## src/rtl/clk_div_multi_if.sv

```systemverilog
// Control/status bundle for clk_div_multi: per-channel enables, the global
// sync pulse, the divisor write port and the per-channel tick/clk_out/div_q
// outputs. NUM_CH and CNT_W must match the divider instance.
interface clk_div_multi_if #(
  parameter int NUM_CH = 4,
  parameter int CNT_W  = 32
);
  localparam int CH_W = (NUM_CH > 1) ? $clog2(NUM_CH) : 1;

  logic [NUM_CH-1:0]       en;
  logic                    sync;
  logic                    wr_en;
  logic [CH_W-1:0]         wr_ch;
  logic [CNT_W-1:0]        wr_div;
  logic [NUM_CH-1:0]       tick;
  logic [NUM_CH-1:0]       clk_out;
  logic [NUM_CH*CNT_W-1:0] div_q;

  // Controller side: drives enables, sync and writes; observes the dividers.
  modport master (
    output en, sync, wr_en, wr_ch, wr_div,
    input  tick, clk_out, div_q
  );

  // Divider side.
  modport slave (
    input  en, sync, wr_en, wr_ch, wr_div,
    output tick, clk_out, div_q
  );
endinterface

```

## src/rtl/clk_div_multi.sv

```systemverilog
// Multi-channel runtime-programmable tick/clock divider. Each channel counts
// 0..div-1 and on wrap emits a one-cycle tick and toggles a 50 % clk_out.
// Consumers should use tick as a clock enable, not clk_out as a clock.
module clk_div_multi #(
  parameter int NUM_CH      = 4,
  parameter int CNT_W       = 32,
  parameter int DEFAULT_DIV = 5000
) (
  input  logic            clk,
  input  logic            rst,
  clk_div_multi_if.slave  bus
);

  localparam int              CH_W      = (NUM_CH > 1) ? $clog2(NUM_CH) : 1;
  localparam logic [CNT_W-1:0] C_ONE     = CNT_W'(1);
  localparam logic [CNT_W-1:0] C_DEFAULT = CNT_W'(DEFAULT_DIV);

  // A zero divisor would never wrap, so it is promoted to 1.
  logic [CNT_W-1:0]        w_wr_val;
  logic [NUM_CH-1:0]       w_tick;
  logic [NUM_CH-1:0]       w_clk_out;
  logic [NUM_CH*CNT_W-1:0] w_div_q;

  assign w_wr_val = (bus.wr_div == '0) ? C_ONE : bus.wr_div;

  for (genvar gi = 0; gi < NUM_CH; gi++) begin : g_ch
    logic [CNT_W-1:0] r_div;
    logic [CNT_W-1:0] r_count;
    logic             r_tick;
    logic             r_clk_out;
    logic             w_wr_hit;
    logic             w_at_wrap;

    // Indices at or above NUM_CH match no channel, so such writes are dropped.
    assign w_wr_hit  = bus.wr_en && (bus.wr_ch == CH_W'(gi));
    // div is always >= 1, so div-1 cannot underflow.
    assign w_at_wrap = (r_count == r_div - C_ONE);

    // Per-channel divider: rst > sync > write > count; divisor write also lands under sync.
    // NOTE: sequential state uses non-blocking (<=) so every channel samples
    // the pre-edge values of its inputs regardless of statement order.
    always_ff @(posedge clk) begin
      if (rst) begin
        r_div     <= C_DEFAULT;
        r_count   <= '0;
        r_tick    <= 1'b0;
        r_clk_out <= 1'b0;
      end else begin
        if (w_wr_hit) begin
          r_div <= w_wr_val;
        end
        if (bus.sync) begin
          r_count   <= '0;
          r_tick    <= 1'b0;
          r_clk_out <= 1'b0;
        end else if (w_wr_hit) begin
          r_count <= '0;
          r_tick  <= 1'b0;
        end else if (bus.en[gi]) begin
          if (w_at_wrap) begin
            r_count   <= '0;
            r_tick    <= 1'b1;
            r_clk_out <= ~r_clk_out;
          end else begin
            r_count <= r_count + C_ONE;
            r_tick  <= 1'b0;
          end
        end else begin
          r_tick <= 1'b0;
        end
      end
    end

    assign w_tick[gi]                   = r_tick;
    assign w_clk_out[gi]                = r_clk_out;
    assign w_div_q[gi*CNT_W +: CNT_W]   = r_div;
  end

  assign bus.tick    = w_tick;
  assign bus.clk_out = w_clk_out;
  assign bus.div_q   = w_div_q;

endmodule

```

## src/flat_wrapper.sv

```systemverilog
// flat-port wrapper written by rule: the top's interface ports become plain ports
module clk_div_multi_flat 
#(
  parameter int NUM_CH      = 4,
  parameter int CNT_W       = 32,
  parameter int DEFAULT_DIV = 5000
)
  (clk, rst, bus_en, bus_sync, bus_wr_en, bus_wr_ch, bus_wr_div, bus_tick, bus_clk_out, bus_div_q);
  clk_div_multi_if #(.NUM_CH(NUM_CH), .CNT_W(CNT_W)) bus_i ();
  input  logic clk;
  input  logic rst;
  input wire logic [$bits(bus_i.en)-1:0] bus_en;
  input wire logic [$bits(bus_i.sync)-1:0] bus_sync;
  input wire logic [$bits(bus_i.wr_en)-1:0] bus_wr_en;
  input wire logic [$bits(bus_i.wr_ch)-1:0] bus_wr_ch;
  input wire logic [$bits(bus_i.wr_div)-1:0] bus_wr_div;
  output wire logic [$bits(bus_i.tick)-1:0] bus_tick;
  output wire logic [$bits(bus_i.clk_out)-1:0] bus_clk_out;
  output wire logic [$bits(bus_i.div_q)-1:0] bus_div_q;
  assign bus_i.en = bus_en;
  assign bus_i.sync = bus_sync;
  assign bus_i.wr_en = bus_wr_en;
  assign bus_i.wr_ch = bus_wr_ch;
  assign bus_i.wr_div = bus_wr_div;
  assign bus_tick = bus_i.tick;
  assign bus_clk_out = bus_i.clk_out;
  assign bus_div_q = bus_i.div_q;
  clk_div_multi #(.NUM_CH(NUM_CH), .CNT_W(CNT_W), .DEFAULT_DIV(DEFAULT_DIV)) u_core (.clk(clk), .rst(rst), .bus(bus_i));
endmodule
```

## config.mk

```make
export PLATFORM = sky130hd
export DESIGN_NAME = clk_div_multi_flat
export DESIGN_NICKNAME = d
export VERILOG_FILES = /design/src/rtl/clk_div_multi_if.sv /design/src/rtl/clk_div_multi.sv /design/src/flat_wrapper.sv
export SDC_FILE = /design/constraint.sdc
export NUM_CORES = 1
export LEC_CHECK = 0
export CAP_MARGIN = 20
export CORE_ASPECT_RATIO = 0.75
export CORE_UTILIZATION = 30
export CTS_CLUSTER_DIAMETER = 80
export DETAILED_ROUTE_END_ITERATION = 12
export PLACE_DENSITY = 0.58
export SLEW_MARGIN = 25
export SYNTH_ARGS = -nofsm -noshare
export SYNTH_HDL_FRONTEND = slang
export SYNTH_SLANG_ARGS = --single-unit
```

## constraint.sdc

```tcl
create_clock -name clk -period 4.6 [get_ports clk]
set_input_delay 0.46 -clock clk [delete_from_list [all_inputs] [get_ports clk]]
set_output_delay 0.46 -clock clk [all_outputs]
set_load 0.1 [all_outputs]
```

== Word level (Yosys, flattened, before mapping) ==
Cells that the tools add are included.

* $add $sub $neg: 8
* Equality and inequality tests: 7
* Multiplexer cells: 9
* Bitwise operators: 12
* Reduce and logical (&&, ||, !) cells: 19

{| class="wikitable"
|+ Operator list
! kind !! number
|-
| 32-bit two-way mux || 5
|-
| 32-bit by 1-bit adder with 32-bit output, second input constant || 4
|-
| 32-bit equality test || 4
|-
| 32-bit by 1-bit subtractor with 32-bit output, second input constant || 4
|-
| 32-bit zero test || 1
|-
| 4-bit OR reduction || 4
|-
| 1-bit inverter || 12
|-
| 3-bit AND reduction || 4
|-
| 3-bit OR reduction || 4
|-
| 2-bit equality test, second input constant || 2
|-
| 1-bit logical AND || 4
|-
| 1-bit two-way mux || 4
|-
| 2-bit by 1-bit equality test with 1-bit output, second input constant || 1
|-
| 2-bit zero test || 1
|-
| 2-bit OR reduction || 1
|}

* Register bits after elaboration: 264
* Output and inout port bits: 136
* Word-level logic and storage cells: 71

== Longest topological paths before layout ==
* Depth in word-level cells: 4
* Gate-level depth with buffers: 13
* Depth with buffers taken out: 10

== Least setup slack after synthesis ==
OpenSTA, ideal clock, no wires.

* Path kind: reg-to-reg
* Start point: reg u_core.g_ch[3].r_div[0]
* End point: reg u_core.g_ch[3].r_count[11]
* Data arrival time: 3.416 ns
* Data required time: 4.468 ns
* Setup slack: 1.052 ns
* Cell stages (with the launch flop): 12
* Path buffers: 1
* Period minus slack after synthesis: 3.548 ns
* Cell sequence: dfxtp_1 inv_1 ha_1 nor3b_2 nand4_1 or2_1 mux2_2 o21ai_1 nand4_1 nor4_1 clkbuf_1 nor3_1

* Longest elaborated chain between the ends: 3

{| class="wikitable"
|+ Ends and longest elaborated chain
! element !! line !! text
|-
| start, declared || clk_div_multi.sv:27 || <nowiki>logic [CNT_W-1:0] r_div;</nowiki>
|-
| start signal, assigned || clk_div_multi.sv:50 || <nowiki>r_div <= w_wr_val;</nowiki>
|-
| 32-bit by 1-bit subtractor with 32-bit output || clk_div_multi.sv:37 || <nowiki>assign w_at_wrap = (r_count == r_div - C_ONE);</nowiki>
|-
| 32-bit equality test || clk_div_multi.sv:37 ||
|-
| 32-bit two-way mux || clk_div_multi.sv:60 || <nowiki>if (w_at_wrap) begin</nowiki>
|-
| end signal, assigned || clk_div_multi.sv:65 || <nowiki>r_count <= r_count + C_ONE;</nowiki>
|-
| end, declared || clk_div_multi.sv:28 || <nowiki>logic [CNT_W-1:0] r_count;</nowiki>
|}

Every way passes these cells.
A chain may end at the register's enable or synchronous reset.

== Final worst setup path ==
* Start point: reg u_core.g_ch[2].r_div[6]
* End point: reg u_core.g_ch[2].r_clk_out

* Longest elaborated chain between the ends: 3

{| class="wikitable"
|+ Ends and longest elaborated chain
! element !! line !! text
|-
| start, declared || clk_div_multi.sv:27 ||
|-
| start signal, assigned || clk_div_multi.sv:50 ||
|-
| 32-bit by 1-bit subtractor with 32-bit output || clk_div_multi.sv:37 ||
|-
| 32-bit equality test || clk_div_multi.sv:37 ||
|-
| 3-bit AND reduction (no source line) || n/a ||
|-
| end signal, assigned || clk_div_multi.sv:63 || <nowiki>r_clk_out <= ~r_clk_out;</nowiki>
|-
| end, declared || clk_div_multi.sv:30 || <nowiki>logic r_clk_out;</nowiki>
|}

Every way passes these cells.

==> key figures <==
Floorplan
  • Ports: about 180
  • Die height: ~200 um
  • Core Footprint: about 52000 sq um
  • Initial core utilization: 30.4%
  • Die width: 266 um
  • Row cnt: 72
  • Die area: 53400 sq um

Routing
  • Drt first pass iters: 6
  • Routed vias/inst: between 5 and 6
  • Remaining antenna violation count: 0
  • DR WL/cell: 20.2 um
  • Starting DRT DRC Count: ~1600
  • Final routed DRC violation total: 0
  • Routed WL: 57700 um
  • Vias: 15500

Finish
  • Fin util: 36.8%
  • Net count, final: 2182
  • Share of post-route cells with drive strength above 1: 5.80%
  • Antenna Cells: 0
  • Area Growth Syn to Fin: 20.9%
  • Final std cells w/o fill: 2857
  • Fillers: 5328

Synthesis
  • Yosys warnings: 0
  • Post-synth top area share: 33.6%
  • Register area share after synthesis: 33.6%
  • Area share of fa/ha/maj cells after synthesis: less than 1%
  • Post-synth EDFFs: 0
  • #FFs+latches synth: 264
  • Post-synthesis async set-or-reset flop share: 0%
  • Simple-gate portion of the synthesized area: 34.5%
  • Synthesized area: 15700 sq um
  • Largest family of logic cells by synthesized area: simple AND/OR/NAND/NOR gates
  • Top FF cell, synth: dfxtp_1
  • Most frequent cells after synthesis: 353 x nand2_1, 264 x dfxtp_1, 180 x nor3_1
  • Synth area leaders: dfxtp_1 34%, nand2_1 8.4%, xnor2_1 7.8%
  • Gate Count Post-Synth: about 2000
  • Post-synthesis compound-gate area fraction: 10.4%
  • Synth area leader: dfxtp_1
  • Mux cell area share after synthesis: 1.16%
  • Synth cell types: 85
  • Synth Net Count: 2074
  • Top-count cell post-synth: nand2_1
  • Syn avg cell area: 7.77 sq um
  • XOR/XNOR Fraction of Synth Area: 15.7%

Clock network
  • CTS Sinks: 264
  • Post-CTS sizing: 0
  • Clk Latency, worst-skew pair: slightly below 600 ps
  • CTS tree: built
  • Cts hold-fix bufs: 0
  • TritonCTS Buffers: 30
  • Max clock buf depth: 3
  • Clock root buffer: clkbuf_16
  • H-tree depth: 1
  • Number of setup buffers added after CTS: 0
  • CTS clk-pin slew, worst paths: 70 ps

STA
  • Slew headroom: 26.8%
  • Crit share post-route: 82.8%
  • RSZ-0062 raised after global routing: no
  • Min cycle time layout: roughly 3800 ps
  • Setup-failing EPs final: 0
  • Final Max Slew Viols: 0
  • Tightest Pin Transition: about 1100 ps
  • Upper clock frequency limit: around 0.26 GHz
  • Hold Vio Cnt, Final: 0
  • Setup Skew: 13.6 ps
  • TNS Setup: 0 ps

Power
  • Leakage: around 0.0063 uW
  • Comb power frac: 15.7%
  • Pint: 4080 uW
  • Switching pwr: approximately 1800 uW
  • Tot Pwr: 5920 uW
  • Net Sw Frac: 31.0%
  • Sequential Power Share: 41.2%
  • Clock power share: 43.2%
  • P per Cell Area: 311 nW/um^2
  • VDD IR-drop max: 248 uV

Job
  • Max-cap violations: 0

Placement
  • DP HPWL: about 43000 um
  • DP Cell Count: 2803
  • IO buf count: between 150 and 200
  • GP Congestion: 0.942

Worst setup path
  • FF-to-FF End: u_core.g_ch[2].r_clk_out
  • Critical Path RT: ~5100 ps
  • Crit path max fanout: 8
  • FF-to-FF Start: u_core.g_ch[2].r_div[6]
  • Worst EP arrival: 4320 ps
  • Register-to-Register Path Depth: 7
  • Critical Path Source: u_core.g_ch[2].r_div[6]
  • Reg2Reg Setup Slack: roughly 790 ps
  • Crit. End Element: flop
  • Worst Setup Start Kind: flop
  • Setup CP Type: flop to flop

Run status
  • Status: complete, no violations

Global routing
  • Largest net degree at the start of global routing: 90
  • Gr usage total: between 20% and 30%
  • First-pass GRT wire length: 87900 um
  • Vias in the first global route: 14400
  • Total gr overflow: 0
  • Initial antenna violation count: 1

Min path
  • Hold endpoint: u_core.g_ch[0].r_div[28]
  • Hold Startpoint: rst
  • Hold Crit Class: input port to flop
  • WHS Path Cells: 2
## logic make-up (layout without fill, tap and decap cells)
logic type	count (synthesis)	after routing
and+or+nand+nor	1050	1050
xor gates and xnor gates	280	280
DFF	264	264
AOI/OAI and AO/OA	258	258
buffers and inverters	145	275
muxes	18	18
adders and majority gates	9	9
## placed cells by master, fill, tap and decap left out, drive strengths merged, types with 5 or more instances in the layout
cell type | Yosys | routed
nor4b | 6 | 6
dfxtp | 264 | 264
o311ai | 6 | 6
nor4 | 51 | 51
buf | 29 | 24
nand4b | 7 | 7
a31oi | 7 | 7
nand3 | 67 | 67
inv | 25 | 27
nand2 | 353 | 353
and4 | 16 | 16
o21a | 5 | 5
and2 | 11 | 11
and3 | 27 | 27
or4 | 30 | 30
or3 | 19 | 19
a211oi | 16 | 16
o31ai | 12 | 12
nor3b | 12 | 12
o21ai | 26 | 26
clkinv | 0 | 8
a21oi | 124 | 124
o211ai | 5 | 5
xor2 | 138 | 138
xnor2 | 141 | 141
nand3b | 28 | 28
ha | 8 | 8
or2 | 11 | 11
mux2i | 16 | 16
nor3 | 190 | 190
nand4 | 62 | 62
clkbuf | 91 | 36
nor2b | 13 | 13
a2111oi | 5 | 5
clkdlybuf4s50 | 0 | 172
nand2b | 21 | 21
nor2 | 115 | 115
## final cells by class
type | count | area (sq um) | area share, %
Multi-Input combinational cell | 1615 | 9850 | 51.7
Sequential cell | 264 | 5290 | 27.8
Timing Repair Buffer | 196 | 1890 | 9.95
Tap cell | 703 | 880 | 4.62
Clock buffer | 36 | 815 | 4.28
Clock inverter | 18 | 215 | 1.13
Inverter | 25 | 93.8 | 0.493
## critical path, cell delays in order, from the launching register on
cell and delay, ps:
dfxtp_1 410, nor4_2 650, nand3_1 320, or4_1 550
a2111oi_0 500, nand4b_1 260, nor3_1 770, mux2i_1 260
## flip-flops by register name, summed over array words and instances, names as in the netlist
signal and flops:
u_core.g_ch.r_clk_out 4, u_core.g_ch.r_count 128, u_core.g_ch.r_div 128, u_core.g_ch.r_tick 4
## power groups by stage
stage	Combinational, uW	Clock [uW]	Sequential (uW)
2_1_floorplan	374	0	2730
3_3_place_gp	910	0	2490
4_1_cts	919	2590	2440
5_1_grt	978	2680	2450
3_5_place_dp	916	0	2490
6_report	928	2560	2440
## how the worst max path moves through the flow
stage / end / slack, ps / depth (start not counted)
global placement: u_core.g_ch[2].r_clk_out / 880 / 7
detailed placement: u_core.g_ch[2].r_clk_out / 800 / 7
CTS: u_core.g_ch[2].r_clk_out / 760 / 7
floorplan: u_core.g_ch[3].r_count[11] / 1050 / 11
global route: u_core.g_ch[2].r_clk_out / 590 / 7
finish: u_core.g_ch[2].r_clk_out / 790 / 7
## through the flow
stage	worst slack, ps	hold WS, ps	area [sq um]
3_3_place_gp	880	493	18000
4_1_cts	760	315	19000
5_1_grt	593	349	19000
6_report	793	330	19000
2_1_floorplan	1050	444	15700
3_5_place_dp	798	488	18000
## per-layer routing
layer | wire, um | global-route usage (%)
met1 | 27900 | 31.2
met2 | 24000 | 30.7
met3 | 4170 | 3.93
met4 | 1600 | 5.75
met5 | 13 | 0
Power figures use the tool's default switching activity.
